## src/rtl/cic_pkg.sv

```systemverilog
// Elaboration helpers shared by the CIC interpolator: log2, power-of-two test and accumulator width.
package cic_pkg;

    localparam int CIC_MIN_STAGES = 1;
    localparam int CIC_MAX_STAGES = 6;
    localparam int CIC_MIN_RATE   = 2;
    localparam int CIC_MAX_RATE   = 4096;

    function automatic int f_log2(input int value);
        int result;
        result = 0;
        for (int i = 0; i < 31; i++) begin
            if ((1 << i) < value) result = i + 1;
        end
        return result;
    endfunction

    function automatic bit f_is_pow2(input int value);
        return (value > 0) && ((value & (value - 1)) == 0);
    endfunction

    // Bit growth of an N-stage CIC is N*log2(R) on top of the input width.
    function automatic int f_acc_w(input int in_w, input int stages, input int rate);
        return in_w + stages * f_log2(rate);
    endfunction

endpackage

```

## src/rtl/cic_integrator_stage.sv

```systemverilog
// One CIC integrator: wrap-around accumulator that adds its input on every output-rate strobe.
module cic_integrator_stage
    import cic_pkg::*;
#(
    parameter int ACC_W = 22
) (
    input  logic                    clk,
    input  logic                    rst,
    input  logic                    ena,
    input  logic signed [ACC_W-1:0] acc_in,
    output logic signed [ACC_W-1:0] acc_out
);

    logic signed [ACC_W-1:0] acc_q;
    logic signed [ACC_W-1:0] acc_d;

    always_comb begin
        acc_d = acc_q;
        if (ena) acc_d = acc_q + acc_in;
    end

    always_ff @(posedge clk) begin
        if (rst) acc_q <= '0;
        else     acc_q <= acc_d;
    end

    assign acc_out = acc_q;

endmodule

```

## src/rtl/cic_interp_n.sv

```systemverilog
// N-stage CIC interpolator with 1-entry input buffer, underrun flag and unity DC gain.
// Optional CIC_UNSIGNED_OUT_EN: out_sample is offset binary (MSB inverted) for direct DAC drive.
module cic_interp_n
    import cic_pkg::*;
#(
    parameter int IN_W   = 16,
    parameter int OUT_W  = 16,
    parameter int STAGES = 3,
    parameter int RATE   = 256
) (
    input  logic             clk,
    input  logic             rst,
    input  logic             out_ena,
    input  logic             in_valid,
    output logic             in_ready,
    input  logic [IN_W-1:0]  in_sample,
    output logic [OUT_W-1:0] out_sample,
    output logic             out_valid,
    output logic             underrun
);

    localparam int LR      = f_log2(RATE);
    localparam int ACC_W   = f_acc_w(IN_W, STAGES, RATE);
    localparam int SHIFT   = (STAGES - 1) * LR;
    localparam int DROP    = IN_W - OUT_W;
    localparam int DROP_M1 = (DROP > 0) ? DROP - 1 : 0;

    typedef logic signed [ACC_W-1:0] acc_t;

    localparam acc_t HALF    = (DROP > 0) ? (acc_t'(1) << DROP_M1) : '0;
    localparam acc_t OUT_MAX = {{(ACC_W-OUT_W+1){1'b0}}, {(OUT_W-1){1'b1}}};

`ifdef CIC_UNSIGNED_OUT_EN
    localparam logic [OUT_W-1:0] OUT_RST = {1'b1, {(OUT_W-1){1'b0}}};
`else
    localparam logic [OUT_W-1:0] OUT_RST = '0;
`endif

    if (!f_is_pow2(RATE) || RATE < CIC_MIN_RATE || RATE > CIC_MAX_RATE ||
        STAGES < CIC_MIN_STAGES || STAGES > CIC_MAX_STAGES || OUT_W > IN_W) begin : g_param_check
        $error("cic_interp_n: unsupported RATE/STAGES/OUT_W combination");
    end

    // Round half up to OUT_W; only the positive side can overflow after adding the half LSB.
    function automatic logic [OUT_W-1:0] f_round(input acc_t value);
        acc_t rounded;
        rounded = (value + HALF) >>> DROP;
        if (rounded > OUT_MAX) rounded = OUT_MAX;
        return rounded[OUT_W-1:0];
    endfunction

    function automatic logic [OUT_W-1:0] f_format(input logic [OUT_W-1:0] value);
`ifdef CIC_UNSIGNED_OUT_EN
        return {~value[OUT_W-1], value[OUT_W-2:0]};
`else
        return value;
`endif
    endfunction

    logic [LR-1:0]          phase_q, phase_d;
    logic                   buf_full_q, buf_full_d;
    logic                   in_ready_q, in_ready_d;
    logic                   underrun_q, underrun_d;
    logic                   out_valid_q, out_valid_d;
    logic signed [IN_W-1:0] buf_q, buf_d;
    logic signed [IN_W-1:0] last_q, last_d;
    logic signed [IN_W-1:0] eff_sample;
    logic [OUT_W-1:0]       out_q, out_d;
    logic                   tick;
    logic                   accept;

    acc_t comb_val   [STAGES+1];
    acc_t comb_dly_q [STAGES];
    acc_t comb_dly_d [STAGES];
    acc_t integ_in   [STAGES];
    acc_t integ_out  [STAGES];
    acc_t upsampled;
    acc_t scaled;

    always_comb begin
        tick   = out_ena && (phase_q == '0);
        accept = in_valid && in_ready_q;

        phase_d = phase_q;
        if (out_ena) phase_d = phase_q + 1'b1;

        // On an empty buffer the comb chain sees the previous sample again.
        eff_sample = buf_full_q ? buf_q : last_q;
        last_d     = tick ? eff_sample : last_q;

        buf_full_d = buf_full_q;
        if (tick)   buf_full_d = 1'b0;
        if (accept) buf_full_d = 1'b1;
        buf_d      = accept ? in_sample : buf_q;
        in_ready_d = !buf_full_d;
        underrun_d = underrun_q || (tick && !buf_full_q);

        comb_val[0] = acc_t'(eff_sample);
        for (int k = 0; k < STAGES; k++) begin
            comb_val[k+1] = comb_val[k] - comb_dly_q[k];
            comb_dly_d[k] = tick ? comb_val[k] : comb_dly_q[k];
        end
        upsampled = tick ? comb_val[STAGES] : '0;

        // Interpolator gain is R^(N-1); a pure shift removes it exactly.
        scaled      = integ_out[STAGES-1] >>> SHIFT;
        out_d       = out_ena ? f_format(f_round(scaled)) : out_q;
        out_valid_d = out_ena;
    end

    for (genvar k = 0; k < STAGES; k++) begin : g_integ
        if (k == 0) begin : g_first
            assign integ_in[k] = upsampled;
        end else begin : g_next
            assign integ_in[k] = integ_out[k-1];
        end

        cic_integrator_stage #(
            .ACC_W (ACC_W)
        ) u_integ (
            .clk     (clk),
            .rst     (rst),
            .ena     (out_ena),
            .acc_in  (integ_in[k]),
            .acc_out (integ_out[k])
        );
    end

    always_ff @(posedge clk) begin
        if (rst) begin
            phase_q     <= '0;
            buf_full_q  <= 1'b0;
            in_ready_q  <= 1'b0;
            underrun_q  <= 1'b0;
            out_valid_q <= 1'b0;
            buf_q       <= '0;
            last_q      <= '0;
            out_q       <= OUT_RST;
            for (int k = 0; k < STAGES; k++) comb_dly_q[k] <= '0;
        end else begin
            phase_q     <= phase_d;
            buf_full_q  <= buf_full_d;
            in_ready_q  <= in_ready_d;
            underrun_q  <= underrun_d;
            out_valid_q <= out_valid_d;
            buf_q       <= buf_d;
            last_q      <= last_d;
            out_q       <= out_d;
            for (int k = 0; k < STAGES; k++) comb_dly_q[k] <= comb_dly_d[k];
        end
    end

    assign in_ready   = in_ready_q;
    assign underrun   = underrun_q;
    assign out_sample = out_q;
    assign out_valid  = out_valid_q;

endmodule

```

## config.mk

```make
export PLATFORM = sky130hd
export DESIGN_NAME = cic_interp_n
export DESIGN_NICKNAME = d
export VERILOG_FILES = /design/src/rtl/cic_pkg.sv /design/src/rtl/cic_integrator_stage.sv /design/src/rtl/cic_interp_n.sv
export SDC_FILE = /design/constraint.sdc
export NUM_CORES = 1
export LEC_CHECK = 0
export CELL_PAD_IN_SITES_DETAIL_PLACEMENT = 2
export CELL_PAD_IN_SITES_GLOBAL_PLACEMENT = 2
export CORE_ASPECT_RATIO = 1.25
export CORE_UTILIZATION = 35
export CTS_CLUSTER_SIZE = 30
export DETAILED_ROUTE_END_ITERATION = 7
export PLACE_DENSITY = 0.86
export SYNTH_ARGS = -nofsm -noshare
export SYNTH_HDL_FRONTEND = slang
export SYNTH_SLANG_ARGS = --single-unit
```

## constraint.sdc

```tcl
create_clock -name clk -period 8.2 [get_ports clk]
set_clock_uncertainty 0.2 [all_clocks]
set_input_delay 1.64 -clock clk [delete_from_list [all_inputs] [get_ports clk]]
set_output_delay 1.64 -clock clk [all_outputs]
set_load 0.03 [all_outputs]
```

==> results.yml <==
yosys:
  yosysWarnings: 0
  synthCells: 2570
  synth-seq-area-share_pct: 25.9
  post_synth_num_cell_types: 84
  ys.flop_type: "dfxtp_1"
  synth_edf_count: 0
  synth.avg_cell_area_um2: 7.81
  syn_nets: 2811
  synth_seq_cells: 260
  synthArstFlopShare_pct: 0
  syn_area_mm2: 0.0201
clock_tree:
  cts_buffers: 34
  clkSinkCount: 260
  clkLatencyLatePin_ns: 0.61
  cts_tree: "yes"
  clockRootBuffer: "clkbuf_16"
  clk_transition_reported_paths_ns: 0.07
  h-tree-depth: 2
  clockBufferDepth: 3
routing:
  antenna_left: 0
  drtPass1Iterations: 6
  routed_via_density: 6.99
  drtIter0Drc: 3024
  routedWlPerCell_um: 38.7
  vias: 26000
  drt-total-wl_um: 144000
  remaining_drc_errors: 0
timing:
  rsz0062_at_grt: "yes"
  setup_viol: 26
  fin_crit_sh_pct: 130
  timing.fmax_ghz: 0.0939
  slew_headroom_pct: 8.09
  min_period_ns: 10.65
  maxSlewViolCount: 0
  layout_setup_ws_ns: -2.45
  fin_tns_setup_ns: -33.65
  tightest_slew_ns: 1.37
  hold_viol: 0
layout:
  final-instance-count-excl-fill: 3711
  n_fill_cell: 6059
  seqCellArea_mm2: 0.00521
  multi_input_area_mm2: 0.0161
  fin_util_pct: 49.0
  nets: 3183
  layout-drive-gt1-share_pct: 27.3
  area_growth_pct: 37.4
global_route:
  track_usage_pct: 41.0
  antenna_found_initial: 6
  grt_pass1_wl_um: 182000
  grt_overflow: 0
  grt_start_max_net_pins: 129
  grt_pass1_vias: 27300
placement:
  port_buffers: 38
  place_inst: 3523
  dp_hpwl_um: 59100
  gp_congestion: 0.829
setup_path:
  slowest_delay_ns: 0.87
  worst_ep_arrival_time_ns: 10.83
  setup.worst_path.start_class: "flip-flop"
  crit_fanout: 3
  crit_required_ns: 8.38
  slowest_stage: "o21ai_0"
  worstSetupEndpointType: "flip-flop"
  path_class: "reg -> reg"
  crit_top_cell: "buf_4"
worst_hold_path:
  hp-class: "reg -> reg"
floorplanning:
  core-area_mm2: 0.0563
  die_width_um: 216
  fp.dieH_um: 270
  pin_count: 39
  die_area_mm2: 0.0584
  rows: 97
  start_util_pct: 35.7
outcome:
  violations: "negative setup slack"
  status: "complete, but fails checks"
flow_run:
  cap_violations: 0
## stage by stage
stage / cell area, um^2 / setup slack (ns) / hold slack (ns)
floorplan: 20100 / 0.0152 / 0.236
global placement: 23100 / -0.453 / 0.241
detailed placement: 23100 / -1.57 / 0.250
CTS: 26200 / -0.512 / 0.267
global route: 27600 / -2.66 / 0.290
finish: 27600 / -2.45 / 0.264
## layout by cell type, fill, tap and decap left out, types with 27 or more instances in the layout
master / synthesis / final
o21ai_0: 112 / 80
ha_4: 0 / 27
ha_1: 213 / 178
a21oi_2: 3 / 33
a211oi_1: 58 / 47
nand3_1: 38 / 29
clkbuf_16: 0 / 35
xnor2_1: 98 / 75
buf_4: 0 / 355
nor2b_1: 39 / 27
nor2_1: 249 / 226
clkdlybuf4s50_1: 0 / 36
buf_6: 0 / 41
dfxtp_1: 260 / 259
nand2_1: 298 / 278
a21oi_1: 242 / 197
nor3_1: 43 / 32
o21a_1: 30 / 30
inv_1: 164 / 159
xor2_1: 67 / 55
a21o_1: 120 / 119
mux2i_1: 71 / 67
## routing by layer
| metal | vias up | wire length, um | GRT usage, % |
|---|---|---|---|
| met5 | - | 82 | 0 |
| met4 | 8 | 16100 | 32.8 |
| met3 | 1122 | 12700 | 8.80 |
| met2 | 2192 | 65600 | 71.1 |
| met1 | 12800 | 49200 | 42.5 |
| li1 | 9882 | - | - |
## final cells by class
class | count | share of cell area (%)
Antenna cell | 2 | 0.0181
Clock buffer | 49 | 3.62
Clock inverter | 12 | 0.522
Inverter | 164 | 2.23
Multi-Input combinational cell | 2045 | 58.4
Sequential cell | 260 | 18.9
Tap cell | 742 | 3.37
Timing Repair Buffer | 437 | 13.0
## Yosys cell counts (5+ instances only)
master     instances  area, um^2
a2111oi_0          6        52.6
a211o_1           13         114
a211oi_1          58         435
a21boi_0          10        75.1
a21o_1           120         901
a21oi_1          242        1210
a221oi_1           5        43.8
a311o_1            6        60.1
a31o_2             9        78.8
a31oi_1           24         150
and2_1            11        68.8
and3_1            24         150
and4_1             5        43.8
buf_1             15        56.3
clkbuf_1          83         312
dfxtp_1          260        5200
fa_1               8         160
ha_1             213        2670
inv_1            164         616
mux2i_1           71         711
nand2_1          298        1120
nand2b_1          25         156
nand3_1           38         190
nand4_1           25         156
nor2_1           249         935
nor2b_1           39         244
nor3_1            43         215
nor3b_1            5        37.5
nor4_1             5        31.3
nor4b_1            6        52.6
o211ai_1          10        75.1
o21a_1            30         225
o21ai_0          112         561
o21ai_1            8        40.0
o21bai_1          18         135
o221a_2           16         180
o22ai_1            9        56.3
o31ai_1           14         105
or2_2             11        68.8
or3_1             13        81.3
or4_1              6        45.0
xnor2_1           98         858
xor2_1            67         587
## cells by family after synthesis
group	count (synthesis)	share of synthesized area, %
AO/OA/AOI/OAI	774	26.0
multiplexers	72	3.61
AND/OR/NAND/NOR	813	18.3
XOR/XNOR	165	7.20
adder cells (fa/ha/maj)	221	14.1
flip-flops	260	25.9
buffers and inverters	265	4.97
## state kept, by name, indices dropped and copies added (netlist names)
name,count
buf_full_q,1
comb_dly_q,81
phase_q,8
out_valid,1
last_q,15
underrun,1
in_ready,1
out_sample,16
g_integ.u_integ.acc_out,120
buf_q,16
## worst paths after layout
kind / start / end / slack, ns / depth (start not counted)
min: buf_q[7]$_SDFFE_PP0P_ / buf_q[7]$_SDFFE_PP0P_ / 0.26 / 2
min reg2reg: buf_q[7]$_SDFFE_PP0P_ / buf_q[7]$_SDFFE_PP0P_ / 0.26 / 2
max: buf_full_q$_SDFF_PP0_ / g_integ[0].u_integ.acc_out[38]$_SDFFE_PP0P_ / -2.45 / 45
max reg2reg: buf_full_q$_SDFF_PP0_ / g_integ[0].u_integ.acc_out[38]$_SDFFE_PP0P_ / -2.45 / 45
## repair_timing
item / in CTS / in global routing
resized for setup: 288 / 188
gates cloned: 0 / 0
buffers inserted: 86 / 47
pin swaps: 139 / 106
endpoints found under the setup margin: 24 / 26
hold buffers: 0 / 0
hold endpoints to repair: 0 / 0
## worst max-delay path, delay by kind of cell (launching register included)
family	cells	cell delay (ns)
adder cells (fa/ha/maj)	5	1.71
buffers and inverters	5	0.78
XOR/XNOR	3	0.82
AO/OA/AOI/OAI	18	3.87
multiplexers	1	0.20
AND/OR/NAND/NOR	13	2.47
flip-flops	1	0.36
Power is not shown: default switching activity piles up to over one toggle a cycle in this logic, so the estimate is an artifact.
